`src/rtl/clint_axi_slave_pkg.sv`:
```
// Constants and helpers for the CLINT mtime AXI slave, shared with the SoC/CLINT crossbar.
package clint_axi_slave_pkg;

   localparam logic [1:0] RESP_OKAY   = 2'b00;
   localparam logic [1:0] RESP_SLVERR = 2'b10;
   localparam logic [1:0] RESP_DECERR = 2'b11;

   localparam logic [31:0] CLINT_MTIME_LO_ADDR = 32'h1001_0000;
   localparam logic [31:0] CLINT_MTIME_HI_ADDR = 32'h1001_0004;

   typedef enum logic {R_IDLE, R_DATA} rd_state_e;
   typedef enum logic [1:0] {W_IDLE, W_COLLECT, W_RESP} wr_state_e;

   // Only single-beat, 32-bit, INCR accesses are served; everything else gets SLVERR.
   function automatic logic is_simple_access(input logic [7:0] len, input logic [2:0] size,
                                             input logic [1:0] burst);
      return (len == 8'd0) && (size == 3'b010) && (burst == 2'b01);
   endfunction

endpackage

```
`src/rtl/clint_mtime_counter.sv`:
```
// Prescaled 64-bit mtime counter with a byte-masked 32-bit word write port.
module clint_mtime_counter #(
   parameter int unsigned TICK_DIV = 1
) (
   input  logic        clock,
   input  logic        reset,
   input  logic        wr_en,
   input  logic        wr_hi,
   input  logic [31:0] wdata,
   input  logic [3:0]  wstrb,
   output logic [63:0] mtime
);
   localparam int unsigned PW = (TICK_DIV > 1) ? $clog2(TICK_DIV) : 1;
   localparam logic [PW-1:0] PRESC_LAST = PW'(TICK_DIV - 1);

   logic [PW-1:0] presc_q, presc_d;
   logic [63:0]   mtime_q, mtime_d, mtime_inc;
   logic [31:0]   word_sel, word_merged;
   logic          tick;

   // Unwritten bytes come from the incremented value, so a tick in the commit cycle is never lost.
   for (genvar gi = 0; gi < 4; gi++) begin : g_byte
      assign word_merged[gi*8 +: 8] = wstrb[gi] ? wdata[gi*8 +: 8] : word_sel[gi*8 +: 8];
   end

   always_comb begin
      tick      = (presc_q == PRESC_LAST);
      presc_d   = tick ? '0 : presc_q + PW'(1);
      mtime_inc = mtime_q + {63'd0, tick};
      word_sel  = wr_hi ? mtime_inc[63:32] : mtime_inc[31:0];
      mtime_d   = mtime_inc;
      if (wr_en) begin
         if (wr_hi) mtime_d[63:32] = word_merged;
         else       mtime_d[31:0]  = word_merged;
      end
   end

   always_ff @(posedge clock or negedge reset) begin
      if (!reset) begin
         presc_q <= '0;
         mtime_q <= '0;
      end else begin
         presc_q <= presc_d;
         mtime_q <= mtime_d;
      end
   end

   assign mtime = mtime_q;

endmodule

```
`src/rtl/clint_axi_slave.sv`:
```
// AXI4 slave exposing the CLINT mtime counter as two 32-bit words; independent read and write FSMs.
module clint_axi_slave
   import clint_axi_slave_pkg::*;
#(
   parameter int unsigned TICK_DIV  = 1,
   parameter logic [31:0] BASE_ADDR = CLINT_MTIME_LO_ADDR
) (
   input  logic        clock,
   input  logic        reset,
   input  logic        arvalid,
   output logic        arready,
   input  logic [31:0] araddr,
   input  logic [3:0]  arid,
   input  logic [7:0]  arlen,
   input  logic [2:0]  arsize,
   input  logic [1:0]  arburst,
   output logic        rvalid,
   input  logic        rready,
   output logic [31:0] rdata,
   output logic [1:0]  rresp,
   output logic [3:0]  rid,
   output logic        rlast,
   input  logic        awvalid,
   output logic        awready,
   input  logic [31:0] awaddr,
   input  logic [3:0]  awid,
   input  logic [7:0]  awlen,
   input  logic [2:0]  awsize,
   input  logic [1:0]  awburst,
   input  logic        wvalid,
   output logic        wready,
   input  logic [31:0] wdata,
   input  logic [3:0]  wstrb,
   input  logic        wlast,
   output logic        bvalid,
   input  logic        bready,
   output logic [1:0]  bresp,
   output logic [3:0]  bid,
   output logic [63:0] mtime
);
   logic unused_addr_bits;
   assign unused_addr_bits = ^{araddr[31:3], araddr[1:0], awaddr[31:3], awaddr[1:0], BASE_ADDR};

   rd_state_e   r_state_q, r_state_d;
   logic [3:0]  rid_q, rid_d;
   logic [31:0] rdata_q, rdata_d;
   logic [1:0]  rresp_q, rresp_d;
   logic [7:0]  r_len_q, r_len_d, r_beat_q, r_beat_d;
   logic        ar_fire, r_fire;

   wr_state_e   w_state_q, w_state_d;
   logic        aw_done_q, aw_done_d, w_done_q, w_done_d, w_seen_q, w_seen_d;
   logic        aw_simple_q, aw_simple_d, aw_hi_q, aw_hi_d;
   logic [3:0]  awid_q, awid_d, wstrb_q, wstrb_d;
   logic [31:0] wdata_q, wdata_d;
   logic [1:0]  bresp_q, bresp_d;
   logic        aw_fire, w_fire, commit, cur_simple, wr_en, wr_hi;
   logic [31:0] cur_wdata;
   logic [3:0]  cur_wstrb;

   assign arready = (r_state_q == R_IDLE);
   assign rvalid  = (r_state_q == R_DATA);
   assign rlast   = rvalid && (r_beat_q == r_len_q);
   assign rdata   = rdata_q;
   assign rresp   = rresp_q;
   assign rid     = rid_q;
   assign ar_fire = arvalid && arready;
   assign r_fire  = rvalid && rready;

   always_comb begin
      r_state_d = r_state_q;
      rid_d     = rid_q;
      rdata_d   = rdata_q;
      rresp_d   = rresp_q;
      r_len_d   = r_len_q;
      r_beat_d  = r_beat_q;
      case (r_state_q)
         R_IDLE: if (ar_fire) begin
            rid_d     = arid;
            r_len_d   = arlen;
            r_beat_d  = 8'd0;
            r_state_d = R_DATA;
            if (is_simple_access(arlen, arsize, arburst)) begin
               rdata_d = araddr[2] ? mtime[63:32] : mtime[31:0];
               rresp_d = RESP_OKAY;
            end else begin
               rdata_d = 32'd0;
               rresp_d = RESP_SLVERR;
            end
         end
         R_DATA: if (r_fire) begin
            if (rlast) r_state_d = R_IDLE;
            else       r_beat_d  = r_beat_q + 8'd1;
         end
         default: r_state_d = R_IDLE;
      endcase
   end

   // wready is held low while reset is asserted so every output except the address readys reads 0.
   assign awready = (w_state_q != W_RESP) && !aw_done_q;
   assign wready  = reset && (w_state_q != W_RESP) && !w_done_q && !(w_seen_q && !aw_done_q);
   assign bvalid  = (w_state_q == W_RESP);
   assign bresp   = bresp_q;
   assign bid     = awid_q;
   assign aw_fire = awvalid && awready;
   assign w_fire  = wvalid && wready;

   always_comb begin
      w_state_d   = w_state_q;
      aw_done_d   = aw_done_q;
      w_done_d    = w_done_q;
      w_seen_d    = w_seen_q;
      aw_simple_d = aw_simple_q;
      aw_hi_d     = aw_hi_q;
      awid_d      = awid_q;
      wdata_d     = wdata_q;
      wstrb_d     = wstrb_q;
      bresp_d     = bresp_q;
      // Commit in the cycle the last of AW / final W arrives, using live channel values if they fire now.
      cur_simple  = aw_fire ? is_simple_access(awlen, awsize, awburst) : aw_simple_q;
      wr_hi       = aw_fire ? awaddr[2] : aw_hi_q;
      cur_wdata   = w_fire ? wdata : wdata_q;
      cur_wstrb   = w_fire ? wstrb : wstrb_q;
      commit      = (w_state_q != W_RESP) && (aw_done_q || aw_fire) && (w_done_q || (w_fire && wlast));
      wr_en       = commit && cur_simple;
      if (aw_fire) begin
         aw_done_d   = 1'b1;
         aw_simple_d = cur_simple;
         aw_hi_d     = awaddr[2];
         awid_d      = awid;
      end
      if (w_fire) begin
         w_seen_d = 1'b1;
         wdata_d  = wdata;
         wstrb_d  = wstrb;
         if (wlast) w_done_d = 1'b1;
      end
      case (w_state_q)
         W_IDLE, W_COLLECT: begin
            if (commit) begin
               w_state_d = W_RESP;
               bresp_d   = cur_simple ? RESP_OKAY : RESP_SLVERR;
            end else if (aw_fire || w_fire) begin
               w_state_d = W_COLLECT;
            end
         end
         W_RESP: if (bready) begin
            w_state_d = W_IDLE;
            aw_done_d = 1'b0;
            w_done_d  = 1'b0;
            w_seen_d  = 1'b0;
         end
         default: w_state_d = W_IDLE;
      endcase
   end

   always_ff @(posedge clock or negedge reset) begin
      if (!reset) begin
         r_state_q   <= R_IDLE;
         rid_q       <= '0;
         rdata_q     <= '0;
         rresp_q     <= '0;
         r_len_q     <= '0;
         r_beat_q    <= '0;
         w_state_q   <= W_IDLE;
         aw_done_q   <= 1'b0;
         w_done_q    <= 1'b0;
         w_seen_q    <= 1'b0;
         aw_simple_q <= 1'b0;
         aw_hi_q     <= 1'b0;
         awid_q      <= '0;
         wdata_q     <= '0;
         wstrb_q     <= '0;
         bresp_q     <= '0;
      end else begin
         r_state_q   <= r_state_d;
         rid_q       <= rid_d;
         rdata_q     <= rdata_d;
         rresp_q     <= rresp_d;
         r_len_q     <= r_len_d;
         r_beat_q    <= r_beat_d;
         w_state_q   <= w_state_d;
         aw_done_q   <= aw_done_d;
         w_done_q    <= w_done_d;
         w_seen_q    <= w_seen_d;
         aw_simple_q <= aw_simple_d;
         aw_hi_q     <= aw_hi_d;
         awid_q      <= awid_d;
         wdata_q     <= wdata_d;
         wstrb_q     <= wstrb_d;
         bresp_q     <= bresp_d;
      end
   end

   clint_mtime_counter #(.TICK_DIV(TICK_DIV)) u_counter (
      .clock (clock),
      .reset (reset),
      .wr_en (wr_en),
      .wr_hi (wr_hi),
      .wdata (cur_wdata),
      .wstrb (cur_wstrb),
      .mtime (mtime)
   );

endmodule

```
`config.mk`:
```
export PLATFORM = sky130hd
export DESIGN_NAME = clint_axi_slave
export DESIGN_NICKNAME = d
export VERILOG_FILES = /design/src/rtl/clint_axi_slave_pkg.sv /design/src/rtl/clint_mtime_counter.sv /design/src/rtl/clint_axi_slave.sv
export SDC_FILE = /design/constraint.sdc
export NUM_CORES = 1
export LEC_CHECK = 0
export ABC_CLOCK_PERIOD_IN_PS = 2150
export CORE_MARGIN = 1.5
export CORE_UTILIZATION = 45
export CTS_BUF_LIST = sky130_fd_sc_hd__clkbuf_4 sky130_fd_sc_hd__clkbuf_8
export DETAILED_ROUTE_END_ITERATION = 12
export PLACE_DENSITY = 0.79
export SLEW_MARGIN = 0
export SYNTH_ARGS = -nofsm -noshare
export SYNTH_HDL_FRONTEND = slang
export SYNTH_SLANG_ARGS = --single-unit
```
`constraint.sdc`:
```
create_clock -name clock -period 2.15 [get_ports clock]
set_clock_uncertainty 0.05 [all_clocks]
set_input_delay 0.43 -clock clock [delete_from_list [all_inputs] [get_ports clock]]
set_output_delay 0.43 -clock clock [all_outputs]
set_load 0.02 [all_outputs]
```
=== Yosys cells after proc, flatten, opt, wreduce, memory -nomap -nowiden ===
Index checks and enable logic that the tools add are counted.

* Bits in registers: 169
* Logic and storage cells: 107

* $add $sub $neg: 3
* Equality and inequality tests: 13
* Mux-type cells: 39
* Bitwise operators: 2
* Reduce and logical (&&, ||, !) cells: 32

{| class="wikitable"
|+ Operator list
! cell !! number
|-
| 2-to-1 mux 32 bit || 6
|-
| adder 64 x 1 -> 64 bit || 1
|-
| 2-to-1 mux 64 bit || 1
|-
| 2-to-1 mux 8 bit || 7
|-
| logical AND 1 bit || 18
|-
| logical NOT 8 bit || 2
|-
| 2-to-1 mux 1 bit || 16
|-
| case mux 8 bit (2 select lines) || 1
|-
| 2-to-1 mux 2 bit || 5
|-
| adder 8 x 1 -> 8 bit, second input constant || 1
|-
| == test 8 bit || 1
|-
| == test 2 x 1 -> 1 bit, second input constant || 3
|-
| == test 3 x 2 -> 1 bit, second input constant || 2
|-
| != test 2 x 1 -> 1 bit, second input constant || 3
|-
| AND reduction 2 bit || 3
|-
| 2-to-1 mux 4 bit || 1
|-
| != test 2 bit, second input constant || 2
|-
| case mux 2 bit (2 select lines) || 1
|-
| logical NOT 1 bit || 3
|-
| logical OR 1 bit || 3
|-
| != test 3 bit, second input constant || 1
|-
| AND reduction 3 bit || 1
|-
| == test 2 bit, second input constant || 1
|-
| logical NOT 2 bit || 1
|-
| other kinds (4) || 5
|}

=== Longest topological paths before layout ===
Gate-level depths: netlist of the first run.

* Depth in word-level cells: 10
* Mapped depth: 8

=== Hierarchy ===
Synthesis of the first run repeated with hierarchy kept, for this count alone.

* Cell total of the unflattened synthesis: 821
* Area, all modules: 8,211.6 sq um

{| class="wikitable"
|+ Modules (own cells, without submodules)
! module !! times used !! cells an instance !! area an instance (sq um) !! sequential area each (sq um)
|-
| clint_axi_slave || 1 || 384 || 4,491.8 || 2,552.4
|-
| clint_mtime_counter || 1 || 437 || 3,719.8 || 1,601.5
|}

=== Worst setup path after synthesis of the first run ===
No wires, ideal clock.

* Path type: register to register
* Start point: register u_counter.mtime_q[0], in the netlist u_counter.mtime[0]
* End point: register u_counter.mtime_q[24], in the netlist u_counter.mtime[24]
* Library setup time: 0.125 ns
* Arrival: 2.236 ns
* Slack: -0.261 ns
* Stages on the path, launching flop included: 8
* Path buffers: 1
* Path through: dfrtp_1 ha_1 nand4_1 or4_1 buf_6 nor4_1 xor2_1 mux2_2

* Longest elaborated chain between the ends: 5

{| class="wikitable"
|+ Ends and longest elaborated chain
! element !! RTL line !! source
|-
| from (decl) || clint_mtime_counter.sv:17 || <nowiki>logic [63:0] mtime_q, mtime_d, mtime_inc;</nowiki>
|-
| from (signal assigned) || clint_mtime_counter.sv:44 || <nowiki>mtime_q <= mtime_d;</nowiki>
|-
| adder 64 x 1 -> 64 bit (*) || clint_mtime_counter.sv:29 || <nowiki>mtime_inc = mtime_q + {63'd0, tick};</nowiki>
|-
| 2-to-1 mux 32 bit || clint_mtime_counter.sv:30 || <nowiki>word_sel = wr_hi ? mtime_inc[63:32] : mtime_inc[31:0];</nowiki>
|-
| 2-to-1 mux 8 bit || clint_mtime_counter.sv:23 || <nowiki>assign word_merged[gi*8 +: 8] = wstrb[gi] ? wdata[gi*8 +: 8] : word_sel[gi*8 +: 8];</nowiki>
|-
| 2-to-1 mux 32 bit || clint_mtime_counter.sv:33 || <nowiki>if (wr_hi) mtime_d[63:32] = word_merged;</nowiki>
|-
| 2-to-1 mux 64 bit (*) || clint_mtime_counter.sv:32 || <nowiki>if (wr_en) begin</nowiki>
|-
| named net u_counter.mtime_d[24] || clint_mtime_counter.sv:17 ||
|}

The timed path passes the listed nets; every way through them passes the cells marked *.
A chain may end at the register's enable or synchronous reset.

=== Worst setup path in the final report of the first run ===
* Start point: register r_beat_q[6]
* End point: output port rlast

* Longest elaborated chain between the ends: 2

{| class="wikitable"
|+ Ends and longest elaborated chain
! element !! RTL line !! source
|-
| from (decl) || clint_axi_slave.sv:48 || <nowiki>logic [7:0] r_len_q, r_len_d, r_beat_q, r_beat_d;</nowiki>
|-
| from (signal assigned) || clint_axi_slave.sv:181 || <nowiki>r_beat_q <= r_beat_d;</nowiki>
|-
| == test 8 bit || clint_axi_slave.sv:63 || <nowiki>assign rlast = rvalid && (r_beat_q == r_len_q);</nowiki>
|-
| logical AND 1 bit || clint_axi_slave.sv:63 ||
|-
| to (decl) || clint_axi_slave.sv:22 || <nowiki>output logic rlast,</nowiki>
|}

Every way passes these cells.

==> results of run 1 <==
[timing repair]
action,in CTS,in global routing
hold buffers,2,0
gates cloned,0,1
setup endpoints to repair,29,81
endpoints found under the hold margin,21,0
setup buffers,1,12
resized for setup,23,85
pin swaps,3,29
[metrics by stage]
stage | std cells | utilization [%] | hold slack [ns] | setup WS (ns)
2_1_floorplan | 847 | - | 0.08441 | -0.06078
3_3_place_gp | 1427 | 63.15 | 0.3781 | -0.4859
3_5_place_dp | 1427 | 63.15 | 0.3757 | -0.5356
4_1_cts | 1462 | 65.67 | 0.1471 | -0.1640
5_1_grt | 1474 | 68.01 | 0.1897 | -0.2108
6_report | 1474 | 68.01 | 0.1328 | -0.1341
[cells in the final DEF (no fill, tap or decap), drive strengths merged, types with 4 or more instances in the layout]
cell type,n
o31ai,6
mux2,26
xor2,29
xnor2,28
and3,11
o311ai,4
nand2b,5
clkbuf,24
nor2,25
nor3,21
mux2i,90
dlygate4sd2,4
and4,11
nand4,33
nor4b,4
inv,35
o211ai,6
nand2,125
nand3,33
a21oi,12
dfrtp,166
dlymetal6s2s,17
buf,172
or3,10
or4,12
nor4,34
clkdlybuf4s50,166
a31oi,9
o21ai,44
[registers in the layout, summed over array words and instances, names as in the netlist]
signal           flops
aw_done_q            1
aw_hi_q              1
aw_simple_q          1
bid                  4
bresp                1
r_beat_q             8
r_len_q              8
rdata               32
rid                  4
rresp                1
rvalid               1
u_counter.mtime     64
w_done_q             1
w_seen_q             1
w_state_q            2
wdata_q             32
wstrb_q              4
[final cells by class]
type                            count  area, um2
Tap cell                          265      331.6
Fill cell                        1476       6185
Multi-Input combinational cell    614       4748
Sequential cell                   166       4179
Clock inverter                      9      127.6
Inverter                           35      131.4
Timing Repair Buffer              362       3347
Clock buffer                       23      285.3
[report_power, final]
group / switching, mW / total [mW] / internal (mW)
Sequential: 0.333 / 4.09 / 3.75
Combinational: 1.95 / 3.57 / 1.62
Clock: 1.13 / 2.37 / 1.24
Total: 3.42 / 10.0 / 6.61
[path summary, 6_finish.rpt]
path	cells after the start	slack, ns	end
hold reg to reg	2	0.43	wdata_q[30]
min in group clock	2	0.43	wdata_q[30]
setup / recovery	4	-0.13	rlast
setup reg to reg	7	-0.06	u_counter.mtime[44]
hold / removal	2	0.13	rdata[25]
max in group asynchronous	3	1.22	wdata_q[1]
[critical path: stages, from the launching register on]
cell,delay (ns)
dfrtp_1,0.40
xor2_1,0.19
nor4_2,0.38
and3_4,0.27
buf_6,0.11
[logic make-up (layout without fill, tap and decap cells)]
| group | after synthesis | count (layout) | synth area share [%] |
|---|---|---|---|
| XOR/XNOR | 57 | 57 | 5.663 |
| AND/OR/NAND/NOR | 335 | 336 | 22.45 |
| AO/OA/AOI/OAI | 101 | 101 | 7.281 |
| buffers and inverters | 68 | 429 | 3.392 |
| adder cells (fa/ha/maj) | 2 | 2 | 0.2838 |
| other | 1 | 2 | 0.04254 |
| flip-flops | 166 | 166 | 47.12 |
| multiplexers | 116 | 116 | 13.77 |
[synthesized netlist by cell type (4+ instances only)]
cell | number | area, um2
mux2_2 | 25 | 281.5
a21oi_1 | 12 | 60.06
dfrtp_1 | 166 | 4154
and4_1 | 11 | 96.34
o311ai_0 | 4 | 35.03
mux2i_1 | 88 | 880.8
xor2_1 | 29 | 254.0
nor3_1 | 18 | 90.09
nor2_1 | 24 | 90.09
clkbuf_1 | 18 | 67.56
nand2_1 | 125 | 469.2
xnor2_1 | 28 | 245.2
buf_2 | 8 | 40.04
nand3_1 | 30 | 150.1
and3_1 | 11 | 68.82
o211ai_1 | 6 | 45.04
nand4_1 | 29 | 181.4
nor4_1 | 21 | 131.4
or4_1 | 11 | 82.58
or3_1 | 10 | 62.56
inv_1 | 33 | 123.9
nor4_4 | 6 | 127.6
o31ai_1 | 6 | 45.04
nor4_2 | 7 | 87.58
o21ai_0 | 43 | 215.2
a31oi_1 | 9 | 56.30
[metal layers]
layer	vias to the layer above	track usage [%]	wire length [um]
met5	-	0	0
met4	0	8.030	567
met3	40	5.768	1746
met2	315	43.58	13430
met1	3999	35.72	11920
li1	3770	-	-
==> results.yml, run 1 <==
sta:
  tightestPinTransition_ns: 0.7961
  fin_tns_setup_ns: -0.2444
  fin_ws_ns: -0.1341
  min_period_ns: 2.284
  setup_violations: 5
  max_freq_ghz: 0.4378
  rsz0062_at_grt: "true"
  fin_crit_sh_pct: 106.2
  hold_viol: 0
  drv_slew: 0
  slew_headroom_pct: 46.93
pwr:
  ir_drop_mv: 0.5680
  p_per_area_nw_per_um2: 762.6
  leakage_nw: 5.865
  design_power_total_mw: 10.03
routing:
  first_iter_violations: 621
  route.detailed.drc: 0
  drt-total-wl_um: 27660
  routedWlPerCell_um: 18.77
  final_antenna_net_count: 0
  drtPass1Iterations: 8
  vias: 8124
  viasPerCell: 5.512
synthesis:
  synth_edf_count: 0
  yosys_warnings: 0
  syn_inst: 846
  synth_cell_type_count: 71
  netlist_area_um2: 8816
  synth-seq-area-share_pct: 47.12
  synth_seq_cells: 166
  async_flop_share_pct: 100.0
  ys.flop_type: "dfrtp_1"
  avgSynthCellArea_um2: 10.42
floorplanning:
  ios: 256
  die_w_um: 143.0
  start_util_pct: 45.60
  fp.dieArea_um2: 20440
  core_area_um2: 19330
  die_height_um: 143.0
  num_rows: 51
job:
  maxCapViolCount: 0
cells_and_area:
  design_area_um2: 13150
  syn_to_final_growth_pct: 49.16
  drive_gt1_share_pct: 27.54
  final_nets: 1340
  diodes: 0
worst_setup_path:
  cp-startpoint: "r_beat_q[6]"
  worst_setup_path_start_kind: "register"
  crit_type: "register to primary output"
  end_kind: "primary output"
  crit_required_ns: 1.67
  regToRegStartpoint: "u_counter.mtime[1]"
  crit_arrival_ns: 1.80
  path_max_fanout: 2
place:
  dpl-instance-area_um2: 12210
  gp_congestion: 0.9535
  dp_hpwl_um: 19790
  io_buffers: 191
global_route:
  grt_pass1_vias: 7926
  antenna_found_initial: 0
  grt_overflow: 0
  grt.total_usage_pct: 26.73
  grt_max_degree: 146
  grt_pass1_wl_um: 42020
worst_hold_path:
  holdCritPathClass: "primary input to asynchronous set/reset pin"
clock_tree:
  cts_tree: "done"
  cts-root-buf: "clkbuf_8"
  cts-buffers-inserted: 17
  cts_sinks: 166
  clk_pin_slew_ns: 0.08
  clk_path_buf_depth: 2
  clk_latency_ns: 0.46
  htreeDepth: 4
outcome:
  status: "finished with violations"
  violations: "setup timing"
Note: power is estimated with default switching activity, not from simulation.
==> inputs of run 2 (changes only) <==
--- a/config.mk
+++ b/config.mk
@@ -6,6 +6,7 @@
 export NUM_CORES = 1
 export LEC_CHECK = 0
 export ABC_CLOCK_PERIOD_IN_PS = 2150
+export CORE_ASPECT_RATIO = 0.75
 export CORE_MARGIN = 1.5
 export CORE_UTILIZATION = 45
 export CTS_BUF_LIST = sky130_fd_sc_hd__clkbuf_4 sky130_fd_sc_hd__clkbuf_8
==> results.yml, run 2 (synthesized netlist as in run 1, its figures left out) <==
outcome:
  status: "finished with violations"
  violations: "setup timing"
floorplanning:
  die_height_um: 124.2
  start_util_pct: 45.75
  num_rows: 44
  fp.dieArea_um2: 20450
  ios: 256
  die_w_um: 164.6
  core_area_um2: 19270
cells_and_area:
  diodes: 0
  syn_to_final_growth_pct: 49.93
  register_area_um2: 4183
  layout_commonest_cell: "clkdlybuf4s50_1"
  drive_gt1_share_pct: 28.65
  final_cell_mix: "164 x clkdlybuf4s50_1, 162 x buf_4, 143 x dfrtp_1"
  final_nets: 1349
  fillers: 1455
  multi_input_area_um2: 4777
  largest_reg_flops: 64
routing:
  wl_met3_um: 2191
  routedWlPerCell_um: 19.40
  wl_met2_um: 13240
  drtPass1Iterations: 5
  vias: 8302
  route.detailed.drc: 0
  viasPerCell: 5.644
  drt-total-wl_um: 28530
  wl_met1_um: 12580
  highest_layer: "met4"
  final_antenna_net_count: 0
  first_iter_violations: 631
place:
  gp_congestion: 0.9079
  dp_hpwl_um: 20850
  io_buffers: 191
worst_hold_path:
  holdCritPathClass: "register to register"
clock_tree:
  cts-buffers-inserted: 17
  clk_path_buf_depth: 2
  cts_tree: "done"
  htreeDepth: 4
  cts-root-buf: "clkbuf_8"
  cts_sinks: 166
  clk_pin_slew_ns: 0.09
  clk_latency_ns: 0.47
sta:
  drv_slew: 0
  rsz0062_at_grt: "true"
  setup_violations: 2
  max_freq_ghz: 0.4457
  fin_ws_ns: -0.09361
  slew_headroom_pct: 46.95
  fin_crit_sh_pct: 104.4
  min_period_ns: 2.244
  hold_viol: 0
  tightestPinTransition_ns: 0.7958
  holdWs_ns: 0.4323
global_route:
  grt_pass1_vias: 8032
  grt_max_degree: 63
  grt_pass1_wl_um: 43380
  grt.total_usage_pct: 27.64
  grt_overflow: 0
  antenna_found_initial: 0
pwr:
  ir_drop_mv: 0.7061
  leakage_nw: 5.816
  design_power_total_mw: 10.14
  p_per_area_nw_per_um2: 767.1
worst_setup_path:
  critPathTopFamily: "simple AND/OR/NAND/NOR gates"
  crit_required_ns: 1.67
  slowest_delay_ns: 0.41
  crit_type: "register to primary output"
  worst-path-buf-inv: 1
  worst_setup_path_start_kind: "register"
  crit_chain: "xor2_1 -> nor4_2 -> and3_1 -> buf_6"
  path_max_fanout: 2
  end_kind: "primary output"
  crit_arrival_ns: 1.76
  critPathSlowestCell: "dfrtp_1"
job:
  maxCapViolCount: 0
-- run 2: what timing repair did --
action                                 in CTS  in global routing
buffers inserted                            6                 13
endpoints found under the hold margin      29                  0
pin swaps                                  10                 29
hold buffers                                2                  0
setup endpoints to repair                  28                 79
gates resized for setup                    37                 82
-- run 2: final timing paths --
path / from / end / slack, ns / cells past startpoint
hold / removal: wdata_q[30] / wdata_q[30] / 0.43 / 2
setup / recovery: r_len_q[6] / rlast / -0.09 / 4
max in group asynchronous: reset / u_counter.mtime[28] / 0.28 / 4
hold reg to reg: wdata_q[30] / wdata_q[30] / 0.43 / 2
min in group asynchronous: reset / aw_done_q / 0.58 / 3
setup reg to reg: aw_done_q / u_counter.mtime[53] / -0.06 / 6
-- run 2: cell type report --
type | instances | share of cell area [%]
repair buffers | 372 | 25.75
flip-flops and latches | 166 | 31.65
multi-input cells | 613 | 36.14
clock inverters | 13 | 1.098
clock buffers | 19 | 1.978
inverters | 35 | 0.9939
well taps | 253 | 2.395
-- run 2: tightest hold or removal path, stage by stage, from the launching register on --
cell and delay, ns:
dfrtp_1 0.35, nand2_1 0.05, nand2_1 0.05
-- run 2: metal layers --
layer	track usage (%)	vias up
li1	-	3794
met1	39.47	4108
met2	42.76	353
met3	5.314	47
met4	7.578	0
met5	0	-
-- run 2: power by group --
| part | internal (mW) | total [mW] | switching (mW) |
|---|---|---|---|
| clock | 1.11 | 2.37 | 1.26 |
| sequential | 3.75 | 4.09 | 0.337 |
| combinational | 1.70 | 3.68 | 1.97 |
| total | 6.57 | 10.1 | 3.57 |
-- run 2: stage by stage --
stage	cells	TNS (ns)	setup WS [ns]	area [um2]	utilization (%)
2_1_floorplan	847	-0.1062	-0.06078	8882	-
3_3_place_gp	1418	-31.76	-0.4403	12200	63.33
3_5_place_dp	1418	-40.06	-0.5206	12200	63.33
4_1_cts	1458	-0.1179	-0.1107	12740	66.11
5_1_grt	1471	-0.6216	-0.1373	13220	68.60
6_report	1471	-0.1578	-0.09361	13220	68.60
==> inputs of run 3 (changes only) <==
==> constraint.sdc (replaced) <==
create_clock -name clock -period 2.15 [get_ports clock]
set_clock_uncertainty 0.05 [all_clocks]
set_input_delay 0.43 -clock clock [delete_from_list [all_inputs] [get_ports clock]]
set_output_delay 0.43 -clock clock [all_outputs]
set_load 0.05 [all_outputs]
==> results.yml, run 3 (synthesized netlist as in run 1, its figures left out) <==
routing:
  wl_met2_um: 13160
  route.detailed.drc: 0
  first_iter_violations: 793
  highest_layer: "met4"
  routedWlPerCell_um: 19.61
  vias: 8345
  wl_met1_um: 12620
  wl_met3_um: 2343
  viasPerCell: 5.731
  final_antenna_net_count: 0
  drtPass1Iterations: 5
  drt-total-wl_um: 28560
pwr:
  ir_drop_mv: 0.6384
  leakage_nw: 6.238
  p_per_area_nw_per_um2: 796.4
clock_tree:
  cts_sinks: 166
  cts_tree: "done"
  cts-root-buf: "clkbuf_8"
  clk_pin_slew_ns: 0.10
  htreeDepth: 4
  cts-buffers-inserted: 17
  clk_path_buf_depth: 2
  clk_latency_ns: 0.48
worst_setup_path:
  r2r_setup_slack_ns: -0.02
  r2r-end: "u_counter.mtime[40]"
  cp-startpoint: "r_beat_q[0]"
  reg2reg_depth: 6
  crit_arrival_ns: 1.91
  worst_setup_path_start_kind: "register"
  path_max_fanout: 4
  crit_type: "register to primary output"
  regToRegStartpoint: "u_counter.mtime[0]"
  crit_path_end: "rlast"
  end_kind: "primary output"
  crit_required_ns: 1.67
global_route:
  grt_max_degree: 68
  grt_pass1_wl_um: 43710
  grt.total_usage_pct: 27.41
  grt_pass1_vias: 8080
  antenna_found_initial: 0
  grt_overflow: 0
sta:
  drv_slew: 0
  max_freq_ghz: 0.4179
  fin_tns_setup_ns: -0.3023
  min_period_ns: 2.393
  fin_crit_sh_pct: 111.3
  rsz0062_at_grt: "true"
  setup_violations: 6
  tightestPinTransition_ns: 0.8690
  slew_headroom_pct: 42.06
  hold_viol: 0
  fin_ws_ns: -0.2428
cells_and_area:
  register_area_um2: 4203
  final_cell_mix: "195 x buf_4, 127 x dfrtp_1, 122 x nand2_1"
  final_nets: 1334
  diodes: 0
  syn_to_final_growth_pct: 47.86
  fin_util_pct: 67.65
  drive_gt1_share_pct: 32.83
  multi_input_area_um2: 4750
  layout_commonest_cell: "buf_4"
  largest_reg_flops: 64
  fillers: 1451
outcome:
  violations: "setup timing"
  status: "finished with violations"
worst_hold_path:
  holdCritPathClass: "primary input to asynchronous set/reset pin"
floorplanning:
  die_height_um: 124.2
  start_util_pct: 45.75
  die_w_um: 164.6
  fp.dieArea_um2: 20450
  num_rows: 44
  ios: 256
  core_area_um2: 19270
job:
  maxCapViolCount: 0
place:
  dp_hpwl_um: 20640
  io_buffers: 191
  gp_congestion: 0.9649
## run 3: cell count changes in the layout (fill, tap and decap cells not counted), sizes merged, moves of 2 or more
| cell | previous run | this run |
|---|---|---|
| buf | 183 | 214 |
| dlymetal6s2s | 14 | 35 |
| clkdlybuf4s15 | 2 | 0 |
| inv | 40 | 38 |
| dlygate4sd2 | 7 | 30 |
| clkdlybuf4s50 | 164 | 76 |
| clkinv | 3 | 5 |
## run 3: per-layer routing
layer / GRT usage (%) / vias up
li1: - / 3755
met1: 39.84 / 4164
met2: 41.05 / 381
met3: 6.751 / 45
met4: 6.359 / 0
met5: 0 / -
## run 3: area by class of cell
class,instances,share of cell area [%]
timing repair buffer,356,24.68
sequential,166,32.24
tap,253,2.428
inverter,35,1.056
clock buffer,20,2.064
multi-input combinational,614,36.44
clock inverter,12,1.094
## run 3: report_power, final
part	leakage (nW)	switching (mW)	internal, mW	total (mW)
Combinational	4.13	2.25	1.57	3.82
Sequential	1.90	0.393	3.76	4.15
Clock	0.208	1.28	1.13	2.41
## run 3: repair_timing
item,CTS,global route
endpoints found under the hold margin,1,0
buffers inserted,1,22
hold buffers,1,0
setup endpoints to repair,47,89
gates resized for setup,43,93
cloned,0,1
pin swaps,5,37
## run 3: critical path: stages, from the launching register on
cell,delay [ns]
dfrtp_2,0.45
xor2_1,0.18
nor4_2,0.38
and3_4,0.28
buf_12,0.14
## run 3: how the worst min path moves through the flow
| stage | from | to | slack (ns) |
|---|---|---|---|
| 2_1_floorplan | reset | aw_done_q | 0.08 |
| 3_3_place_gp | reset | w_done_q | 0.34 |
| 3_5_place_dp | reset | w_done_q | 0.35 |
| 4_1_cts | reset | wdata_q[26] | 0.09 |
| 5_1_grt | reset | wstrb_q[3] | 0.10 |
| 6_report | reset | wdata_q[26] | 0.12 |
## run 3: metrics by stage
step                      total power, mW  instances  setup WS, ns  cell area [um2]  hold WS, ns
after floorplan                     6.257        847       -0.1776             8955      0.08441
after global placement              7.596       1399       -0.4495            12040       0.3446
after detailed placement            7.742       1399       -0.4579            12040       0.3473
after CTS                           10.17       1433       -0.2075            12500      0.09223
after global routing                10.89       1456       -0.3176            13040       0.1033
final                               10.38       1456       -0.2428            13040       0.1172
